===== config.mk =====
export PLATFORM = sky130hd
export DESIGN_NAME = cla_pipe_adder
export DESIGN_NICKNAME = d
export VERILOG_FILES = /design/src/rtl/cla_pipe_adder.sv
export SDC_FILE = /design/constraint.sdc
export NUM_CORES = 1
export LEC_CHECK = 0
export ABC_AREA = 1
export CORE_ASPECT_RATIO = 1.2
export CORE_MARGIN = 4
export CORE_UTILIZATION = 37
export CTS_BUF_LIST = sky130_fd_sc_hd__clkbuf_8
export DETAILED_ROUTE_END_ITERATION = 16
export PLACE_DENSITY = 0.61
export SYNTH_ARGS = -nofsm -noshare
export SYNTH_HDL_FRONTEND = slang
export SYNTH_SLANG_ARGS = --single-unit

===== constraint.sdc =====
create_clock -name clk -period 3.8 [get_ports clk]
set_clock_uncertainty 0.15 [all_clocks]
set_input_delay 0.57 -clock clk [delete_from_list [all_inputs] [get_ports clk]]
set_output_delay 0.57 -clock clk [all_outputs]
set_load 0.01 [all_outputs]

===== src/rtl/cla_pipe_adder.sv =====
// Two-stage pipelined carry-lookahead add/subtract unit with valid/ready on both sides.
// Optional signed saturation is enabled by defining CLA_PIPE_SAT_EN (adds the sat input).
module cla_pipe_adder #(
  parameter int WIDTH = 32
) (
  input  logic             clk,
  input  logic             rst,
  input  logic             in_valid,
  output logic             in_ready,
  input  logic [WIDTH-1:0] a,
  input  logic [WIDTH-1:0] b,
  input  logic             sub,
  input  logic             cin,
`ifdef CLA_PIPE_SAT_EN
  input  logic             sat,
`endif
  output logic             out_valid,
  input  logic             out_ready,
  output logic [WIDTH-1:0] sum,
  output logic             cout,
  output logic             ovf,
  output logic             zero
);

  localparam int NG = WIDTH / 4;

  // Stage 1 registers: bit/group propagate-generate terms plus sign info.
  logic             r_s1_valid;
  logic [WIDTH-1:0] r_p;
  logic [WIDTH-1:0] r_g;
  logic [NG-1:0]    r_pp;
  logic [NG-1:0]    r_gg;
  logic             r_c0;
  logic             r_a_msb;
  logic             r_bx_msb;
`ifdef CLA_PIPE_SAT_EN
  logic             r_sat;
`endif

  logic             r_s2_valid;
  logic [WIDTH-1:0] r_sum;
  logic             r_cout;
  logic             r_ovf;
  logic             r_zero;

  logic [WIDTH-1:0] w_bx;
  logic [WIDTH-1:0] w_p;
  logic [WIDTH-1:0] w_g;
  logic             w_c0;
  logic [NG-1:0]    w_pp;
  logic [NG-1:0]    w_gg;

  logic [NG:0]      w_gc;
  logic [WIDTH-1:0] w_carry;
  logic [WIDTH-1:0] w_sum_raw;
  logic [WIDTH-1:0] w_sum;
  logic             w_ovf;

  logic             w_adv1;
  logic             w_adv2;
  logic             w_in_hs;
  logic             w_s2_load;

  // Handshake: a transfer happens on a side when valid & ready are both high in the
  // same cycle; valid never waits for ready, ready may depend on out_ready
  // combinationally, and a stage advances whenever its successor is empty or draining.
  assign w_adv2    = ~r_s2_valid | out_ready;
  assign w_adv1    = ~r_s1_valid | w_adv2;
  assign in_ready  = w_adv1;
  assign w_in_hs   = in_valid & w_adv1;
  assign w_s2_load = r_s1_valid & w_adv2;

  always_comb begin
    w_bx = sub ? ~b : b;
    w_c0 = sub | cin;
    w_p  = a ^ w_bx;
    w_g  = a & w_bx;
    w_pp = '0;
    w_gg = '0;
    for (int k = 0; k < NG; k++) begin
      w_pp[k] = &w_p[4*k +: 4];
      w_gg[k] = w_g[4*k+3]
              | (w_p[4*k+3] & w_g[4*k+2])
              | (w_p[4*k+3] & w_p[4*k+2] & w_g[4*k+1])
              | (w_p[4*k+3] & w_p[4*k+2] & w_p[4*k+1] & w_g[4*k]);
    end
  end

  // Group carries ripple across nibbles; each nibble then resolves its own carries.
  always_comb begin
    w_gc    = '0;
    w_carry = '0;
    w_gc[0] = r_c0;
    for (int k = 0; k < NG; k++) begin
      w_gc[k+1] = r_gg[k] | (r_pp[k] & w_gc[k]);
    end
    for (int k = 0; k < NG; k++) begin
      w_carry[4*k]   = w_gc[k];
      w_carry[4*k+1] = r_g[4*k] | (r_p[4*k] & w_gc[k]);
      w_carry[4*k+2] = r_g[4*k+1]
                     | (r_p[4*k+1] & r_g[4*k])
                     | (r_p[4*k+1] & r_p[4*k] & w_gc[k]);
      w_carry[4*k+3] = r_g[4*k+2]
                     | (r_p[4*k+2] & r_g[4*k+1])
                     | (r_p[4*k+2] & r_p[4*k+1] & r_g[4*k])
                     | (r_p[4*k+2] & r_p[4*k+1] & r_p[4*k] & w_gc[k]);
    end
    w_sum_raw = r_p ^ w_carry;
    w_ovf     = (r_a_msb == r_bx_msb) & (w_sum_raw[WIDTH-1] != r_a_msb);
    w_sum     = w_sum_raw;
`ifdef CLA_PIPE_SAT_EN
    if (r_sat & w_ovf) begin
      w_sum = r_a_msb ? {1'b1, {(WIDTH-1){1'b0}}} : {1'b0, {(WIDTH-1){1'b1}}};
    end
`endif
  end

  always_ff @(posedge clk) begin
    if (rst) begin
      r_s1_valid <= 1'b0;
      r_s2_valid <= 1'b0;
      r_p        <= '0;
      r_g        <= '0;
      r_pp       <= '0;
      r_gg       <= '0;
      r_c0       <= 1'b0;
      r_a_msb    <= 1'b0;
      r_bx_msb   <= 1'b0;
`ifdef CLA_PIPE_SAT_EN
      r_sat      <= 1'b0;
`endif
      r_sum      <= '0;
      r_cout     <= 1'b0;
      r_ovf      <= 1'b0;
      r_zero     <= 1'b0;
    end else begin
      if (w_adv1) r_s1_valid <= in_valid;
      if (w_adv2) r_s2_valid <= r_s1_valid;
      if (w_in_hs) begin
        r_p      <= w_p;
        r_g      <= w_g;
        r_pp     <= w_pp;
        r_gg     <= w_gg;
        r_c0     <= w_c0;
        r_a_msb  <= a[WIDTH-1];
        r_bx_msb <= w_bx[WIDTH-1];
`ifdef CLA_PIPE_SAT_EN
        r_sat    <= sat;
`endif
      end
      if (w_s2_load) begin
        r_sum  <= w_sum;
        r_cout <= w_gc[NG];
        r_ovf  <= w_ovf;
        r_zero <= ~|w_sum;
      end
    end
  end

  assign out_valid = r_s2_valid;
  assign sum       = r_sum;
  assign cout      = r_cout;
  assign ovf       = r_ovf;
  assign zero      = r_zero;

endmodule


# After elaboration in Yosys (flattened, before gate mapping)
# Index checks and enable logic that the tools add are counted.
[op_classes]
n_eq_ne = 2
muxes = 1
bitwise = 212
n_reduce_logical = 10
[ops]
columns = ["cell", "count"]
rows = [
  ["$and 1x1->1", 123],
  ["$or 1x1->1", 83],
  ["$xor 32x32->32", 2],
  ["$and 32x32->32", 1],
  ["$mux 32", 1],
  ["$not 32->32", 1],
  ["$reduce_and 4->1", 8],
  ["$reduce_or 32->1", 1],
  ["$not 1->1", 2],
  ["$eq 1x1->1", 1],
  ["$logic_not 1->1", 1],
  ["$ne 1x1->1", 1],
]
[word_totals]
reg_bits = 119
inputBits = 70
out_inout_bits = 37

# Depth between registers and ports, before layout
# Gate-level depths: netlist (run 1).
[logic_depth]
word_depth = 19
ltp_mapped = 24
mapped_depth_nobuf = 24

# Least setup slack after synthesis (run 1)
# Ideal clock, no wire load.
[synth_timing]
path_type = "flip-flop to flip-flop"
startpoint = "register r_c0"
endpoint = "register r_zero (netlist: zero)"
setup_time_ps = 67
arrival_ps = 2344
t_required_ps = 3583
path_slack_ps = 1239
stages_incl_launch_ff = 25
cell_sequence = "dfxtp_1 nand2_1 nand2_2 nand2_2 nand2_4 nand2_4 nand2_4 nand2_4 nand2_4 nand2_4 nand2_4 nand2_4 nand2_4 nand2_4 nand2_4 ha_1 nor2_1 xor2_1 nor4_1 nand4_1 nor2_1 nand3_1 a21oi_4 nand3_2 a21oi_2"
[synth_via]
elab_chain_cells = 19
word_cells_on_any_way = 65
cone_classes = "bitwise (63); reduce/logical (2)"
[synth_rtl]
columns = ["element", "line_no", "rtl"]
rows = [
  ["start, declared", "33", "logic r_c0;"],
  ["start signal, assigned", "144", "r_c0 <= w_c0;"],
  ["$and 1x1->1", "95", "w_gc[k+1] = r_gg[k] | (r_pp[k] & w_gc[k]);"],
  ["$or 1x1->1", "95", ""],
  ["$and 1x1->1", "95", ""],
  ["$or 1x1->1", "95", ""],
  ["$and 1x1->1", "95", ""],
  ["$or 1x1->1", "95", ""],
  ["$and 1x1->1", "95", ""],
  ["$or 1x1->1", "95", ""],
  ["[... 3 more ...]", "--", ""],
  ["$or 1x1->1", "95", ""],
  ["$and 1x1->1", "95", ""],
  ["$or 1x1->1", "95", ""],
  ["$and 1x1->1, on equally long branches", "99, 102, 106", ""],
  ["$or 1x1->1, on equally long branches", "99, 102, 106", ""],
  ["$xor 32x32->32 (*)", "108", "w_sum_raw = r_p ^ w_carry;"],
  ["$reduce_or 32->1 (*)", "155", "r_zero <= ~|w_sum;"],
  ["$logic_not 1->1 (*)", "155", ""],
  ["end signal, assigned", "155", ""],
  ["end, declared", "44", "logic r_zero;"],
]
# Mark *: on every way between the ends. The rest lies on a longest branch, timed or not.
# A chain may end at the register's enable or synchronous reset.

# Worst setup path in the final report (run 1)
# Same ends and word-level chain as after synthesis.

==> results of run 1 <==
==> routing by layer <==
layer	share of wire	GRT usage	wire length [µm]	vias to the layer above
met5	0	0	0	-
met4	0.014	0.0490	196	0
met3	0.043	0.0189	605	13
met2	0.47	0.280	6630	88
met1	0.47	0.217	6630	2178
li1	-	-	-	2612
==> synth_stat cells, types with 2 or more instances <==
cell / n / area share
xnor2_1: 3 / 0.0046
nand3_2: 2 / 0.0035
nand2_4: 11 / 0.022
nor2_2: 2 / 0.0022
o21ai_0: 82 / 0.072
nand2_1: 76 / 0.050
nand4_1: 11 / 0.012
nor2_1: 122 / 0.081
buf_1: 4 / 0.0026
dfxtp_1: 112 / 0.39
ha_1: 40 / 0.088
nand2_2: 6 / 0.0066
inv_1: 69 / 0.046
a21oi_1: 64 / 0.056
nor4_1: 2 / 0.0022
xor2_1: 48 / 0.074
clkbuf_1: 33 / 0.022
nand3_1: 28 / 0.025
a221oi_1: 8 / 0.012
a31oi_1: 3 / 0.0033
o211ai_1: 10 / 0.013
nor3_1: 2 / 0.0018
==> per-stage QoR <==
stage	power, mW	hold WS, ns	worst slack, ns	instances
floorplan	1.73	0.273	1.24	742
global placement	2.00	0.285	1.07	1023
detailed placement	2.00	0.291	0.997	1023
CTS	2.69	0.306	0.968	1038
global route	2.83	0.336	0.634	1038
finish	2.67	0.304	1.01	1038
==> registers in the layout, summed over array words and instances (netlist names) <==
| name | count |
|---|---|
| r_p | 32 |
| sum | 32 |
| r_a_msb | 1 |
| ovf | 1 |
| zero | 1 |
| r_g | 24 |
| r_pp | 8 |
| r_c0 | 1 |
| r_bx_msb | 1 |
| cout | 1 |
| out_valid | 1 |
| r_s1_valid | 1 |
| r_gg | 8 |
==> cells by family (layout without fill, tap and decap cells) <==
logic type | Yosys count | in the layout | share of synthesized area
adder cells (fa/ha/maj) | 40 | 40 | 0.0880
buffers and inverters | 108 | 200 | 0.0719
AND/OR/NAND/NOR | 262 | 262 | 0.206
flip-flops | 112 | 112 | 0.394
XOR/XNOR | 51 | 51 | 0.0785
AO/OA/AOI/OAI | 169 | 169 | 0.162
==> worst max-delay path: cells and delay by family, from the launching register on <==
kind | cells | cell delay, ns
XOR/XNOR | 1 | 0.15
adder cells (fa/ha/maj) | 1 | 0.14
AO/OA/AOI/OAI | 2 | 0.24
AND/OR/NAND/NOR | 20 | 1.66
flip-flops | 1 | 0.38
==> final cells by class <==
class	instances	area (µm²)	area share
Clock buffer	13	179	0.0251
Sequential cell	112	2240	0.315
Inverter	70	263	0.0369
Timing Repair Buffer	115	1140	0.159
Tap cell	204	255	0.0358
Multi-Input combinational cell	522	3040	0.426
Clock inverter	2	12.5	0.00176
==> worst max-delay path by stage <==
stage	slack [ns]	cells after the start	from	endpoint
final	1.01	24	r_c0$_SDFFE_PP0P_	zero$_SDFFE_PP0P_
after global routing	0.63	24	r_c0$_SDFFE_PP0P_	zero$_SDFFE_PP0P_
after CTS	0.97	24	r_c0$_SDFFE_PP0P_	zero$_SDFFE_PP0P_
after global placement	1.07	24	r_c0$_SDFFE_PP0P_	zero$_SDFFE_PP0P_
after floorplan	1.24	24	r_c0$_SDFFE_PP0P_	zero$_SDFFE_PP0P_
after detailed placement	1.0	24	r_c0$_SDFFE_PP0P_	zero$_SDFFE_PP0P_
==> report_power, final <==
part / total [mW] / switching, mW / internal [mW]
Clock: 0.702 / 0.395 / 0.307
Combinational: 0.647 / 0.355 / 0.292
Sequential: 1.33 / 0.0609 / 1.26
==> flow_summary.yaml, run 1 <==
run_status:
  status: "finished clean"
final_layout:
  fillers: 1568
  final_cell_mix: "nor2_1, dfxtp_1, clkdlybuf4s50_1"
  final_common_cell: "nor2_1"
  antenna_cells: 0
  area_growth_pct: 25.3
  final_cell_area_um2: 7130
  drive_gt1_frac: 0.0600
  fin_nets: 940
  post-route-util: 0.474
global_route:
  grt_pass1_wl_um: 23000
  grt_max_degree: 82
  grt_usage: 0.163
  antenna_found_initial: 0
  grt.overflow.total: 0
  first_global_vias: 4722
timing:
  tightest_slew_ns: 0.717
  period_share: 0.734
  finalMaxSlewViolations: 0
  setup_viol: 0
  slew_headroom: 0.522
  hold_viol: 0
  finalSetupTns_ns: 0
  fin_crit_ns: 2.79
  rsz0062_at_grt: "false"
  max_freq_mhz: 358
critical_path:
  r2r_start: "r_c0$_SDFFE_PP0P_"
  path_cells: "nand2_1 > nand2_2 > nand2_2 > nand2_4 > nand2_4 > nand2_4 > nand2_4 > nand2_4 > nand2_4 > nand2_4 > nand2_4 > nand2_4 > nand2_4 > nand2_4 > ha_1 > nor2_1 > xor2_1 > nor4_1 > nand4_1 > nor2_1 > nand3_1 > a21oi_4 > nand3_2 > a21oi_2"
  cp-start-kind: "flip-flop"
  r2r-end: "zero$_SDFFE_PP0P_"
  cp_slowest_cell: "dfxtp_1"
  cp.required_ns: 3.96
  r2r_cells: 24
  cp_common_cell: "nand2_4"
  crit_fanout: 5
  critPathCaptureType: "flip-flop"
  path_class: "reg -> reg"
  r2r_slack_ns: 1.01
  cp_slowest_stage_delay_ns: 0.38
  cp.arrival_ns: 2.95
clock_tree:
  clock-sinks: 112
  cts-resized-gates: 0
  htreeDepth: 3
  cts_hold_buf: 0
  cts_buffers: 9
  path_clk_slew_ns: 0.11
  postCtsSetupBuffers: 0
  clock_path_buffers: 2
  clk-insertion-delay-late_ns: 0.37
  cts_tree: "done"
  clock-root-buffer: "clkbuf_8"
job:
  maxCapViolations: 0
hold_path:
  holdPathStages: 2
  min_from: "r_g[14]$_SDFFE_PP0P_"
  hp-class: "reg -> reg"
  hold_end: "r_g[14]$_SDFFE_PP0P_"
detailed_routing:
  drc: 0
  ant_nets: 0
  wl_um: 14100
  detail_route.wl_per_cell_um: 13.5
  first_iter_violations: 239
  first_pass_iters: 5
  vias: 4891
  vias_per_cell: 4.71
die:
  design.core.area_um2: 15000
  rows: 49
  initial_core_util: 0.379
  dieHeight_um: 144
  die_w_um: 121
  ios: 107
  dieArea_um2: 17400
power_and_ir_drop:
  ir_worst_vdd_mv: 0.184
  p_leak_nw: 3.20
  pwr_density_cell_nw_per_um2: 375
synthesis:
  ys_async_sr_fraction: 0
  synth_edf_count: 0
  synth_fp_nets: 852
  synth_area_um2: 5690
  synth_warnings: 0
  ys.flop_type: "dfxtp_1"
  yosysSeqAreaShare: 0.394
  synthesis.instances: 742
  ys_ff_latch: 112
  syn_area_per_cell_um2: 7.66
  ys_types: 26
placement:
  hpwl_um: 10500
  postPlaceCellArea_um2: 6930
  port_buffers: 106
  gp_congestion: 0.821
Note: power is estimated with default switching activity, not from simulation.
==> run 2: changes to the inputs <==
==> constraint.sdc (replaced) <==
create_clock -name clk -period 2.8 [get_ports clk]
set_clock_uncertainty 0.15 [all_clocks]
set_input_delay 0.42 -clock clk [delete_from_list [all_inputs] [get_ports clk]]
set_output_delay 0.42 -clock clk [all_outputs]
set_load 0.01 [all_outputs]
==> flow_summary.yaml, run 2 (synthesis results as in run 1) <==
run_status:
  status: "finished clean"
critical_path:
  crit_cells: 24
  path_cells: "nand2_2 > nand2_2 > nand2_2 > nand2_4 > nand2_4 > nand2_4 > nand2_4 > nand2_4 > nand2_4 > nand2_4 > nand2_4 > nand2_4 > nand2_4 > nand2_4 > ha_4 > nor2_2 > xor2_2 > nor4_2 > nand4_1 > nor2_1 > nand3_1 > a21oi_4 > nand3_2 > a21oi_2"
  cp-start-kind: "flip-flop"
  critPathCaptureType: "flip-flop"
  setup.worst_path.start: "r_c0$_SDFFE_PP0P_"
  r2r_cells: 24
  cp_common_cell: "nand2_4"
  cp.required_ns: 2.97
  cp_slowest_stage_delay_ns: 0.35
  cp_slowest_cell: "dfxtp_2"
  cp.arrival_ns: 2.91
  critical_path_buf_inv_count: 0
  path_class: "reg -> reg"
  crit_fanout: 4
  critPathTopFamily: "simple AND/OR/NAND/NOR gates"
  r2r-end: "zero$_SDFFE_PP0P_"
  endpoint: "zero$_SDFFE_PP0P_"
  r2r_start: "r_c0$_SDFFE_PP0P_"
  r2r_slack_ns: 0.06
clock_tree:
  clock-sinks: 112
  path_clk_slew_ns: 0.10
  clk-insertion-delay-late_ns: 0.38
  cts_tree: "done"
  clock-root-buffer: "clkbuf_8"
  clock_path_buffers: 2
  htreeDepth: 3
  cts_buffers: 9
  cts_hold_buf: 0
final_layout:
  antenna_cells: 0
  final_cell_area_um2: 7280
  fillers: 1526
  multi_input_area_um2: 3070
  regArea_um2: 2250
  drive_gt1_frac: 0.0784
  final_common_cell: "nor2_1"
  area_growth_pct: 28.0
  final_cell_mix: "nor2_1, dfxtp_1, clkdlybuf4s50_1"
  fin_nets: 947
detailed_routing:
  detail_route.wl_per_cell_um: 13.5
  vias_per_cell: 4.78
  vias: 5005
  wl_um: 14100
  ant_nets: 0
  first_pass_iters: 4
  first_iter_violations: 232
  drc: 0
global_route:
  grt_pass1_wl_um: 22800
  grt_usage: 0.162
  grt.overflow.total: 0
  grt_max_degree: 87
  antenna_found_initial: 0
  first_global_vias: 4683
placement:
  port_buffers: 106
  postPlaceCellArea_um2: 6990
  hpwl_um: 10400
  gp_congestion: 0.796
job:
  maxCapViolations: 0
die:
  dieArea_um2: 17400
  initial_core_util: 0.379
  dieHeight_um: 144
  rows: 49
  ios: 107
  design.core.area_um2: 15000
  die_w_um: 121
timing:
  rsz0062_at_grt: "true"
  max_freq_mhz: 365
  hold_viol: 0
  setup_viol: 0
  period_share: 0.978
  finalMaxSlewViolations: 0
  tightest_slew_ns: 0.385
  timing.hold.ws_ns: 0.310
  slew_headroom: 0.743
  fin_crit_ns: 2.74
power_and_ir_drop:
  ir_worst_vdd_mv: 0.234
  p_leak_nw: 3.26
  pwr_density_cell_nw_per_um2: 511
hold_path:
  hp-class: "reg -> reg"
run 2: changes by cell type in the layout (fill, tap and decap cells not counted), moves of 2 or more:
cell,change
dfxtp_2,+3
clkbuf_8,-2
buf_12,+4
buf_4,+3
dfxtp_1,-3
run 2: where the power goes:
part	leakage (nW)	internal [mW]	switching (mW)
Clock	0.101	0.460	0.551
Sequential	0.926	1.72	0.0846
Combinational	2.24	0.415	0.490
Total	3.26	2.59	1.13
run 2: stage by stage:
step                      setup TNS, ns  instances   util  setup WS, ns  total power [mW]
after floorplan                       0        742      -         0.239              2.35
after global placement                0       1024  0.465         0.112              2.72
after detailed placement              0       1024  0.465        0.0388              2.73
after CTS                             0       1040  0.479        0.0189              3.73
after global routing             -0.128       1046  0.485        -0.128              3.94
final                                 0       1046  0.485        0.0621              3.72
run 2: routing by layer:
layer / part of all wire / GRT usage / wire length [µm] / vias up
li1: - / - / - / 2627
met2: 0.49 / 0.279 / 6850 / 91
met5: 0 / 0 / 0 / -
met4: 0.012 / 0.0572 / 168 / 0
met3: 0.040 / 0.0205 / 566 / 14
met1: 0.46 / 0.210 / 6520 / 2273
run 2: tightest hold or removal path, stage by stage (launching register included):
cell and delay, ns:
dfxtp_1 0.33, inv_1 0.05, a21oi_1 0.05
run 2: worst min path at each step:
stage / from / slack [ns] / cells past startpoint / end
6_report: r_g[14]$_SDFFE_PP0P_ / 0.31 / 2 / r_g[14]$_SDFFE_PP0P_
5_1_grt: r_g[14]$_SDFFE_PP0P_ / 0.33 / 2 / r_g[14]$_SDFFE_PP0P_
3_3_place_gp: r_g[14]$_SDFFE_PP0P_ / 0.29 / 2 / r_g[14]$_SDFFE_PP0P_
2_1_floorplan: r_g[14]$_SDFFE_PP0P_ / 0.27 / 2 / r_g[14]$_SDFFE_PP0P_
4_1_cts: r_g[14]$_SDFFE_PP0P_ / 0.31 / 2 / r_g[14]$_SDFFE_PP0P_
3_5_place_dp: r_g[14]$_SDFFE_PP0P_ / 0.30 / 2 / r_g[14]$_SDFFE_PP0P_
run 2: cell type report:
cell class | instances | share of cell area
Sequential cell | 112 | 0.309
Inverter | 70 | 0.0361
Clock buffer | 11 | 0.0208
Clock inverter | 5 | 0.00756
Multi-Input combinational cell | 522 | 0.422
Tap cell | 204 | 0.0351
Timing Repair Buffer | 122 | 0.170
run 2: repair_timing:
item	CTS	global route
gates resized for setup	0	9
setup buffers	0	6
setup endpoints to repair	0	1
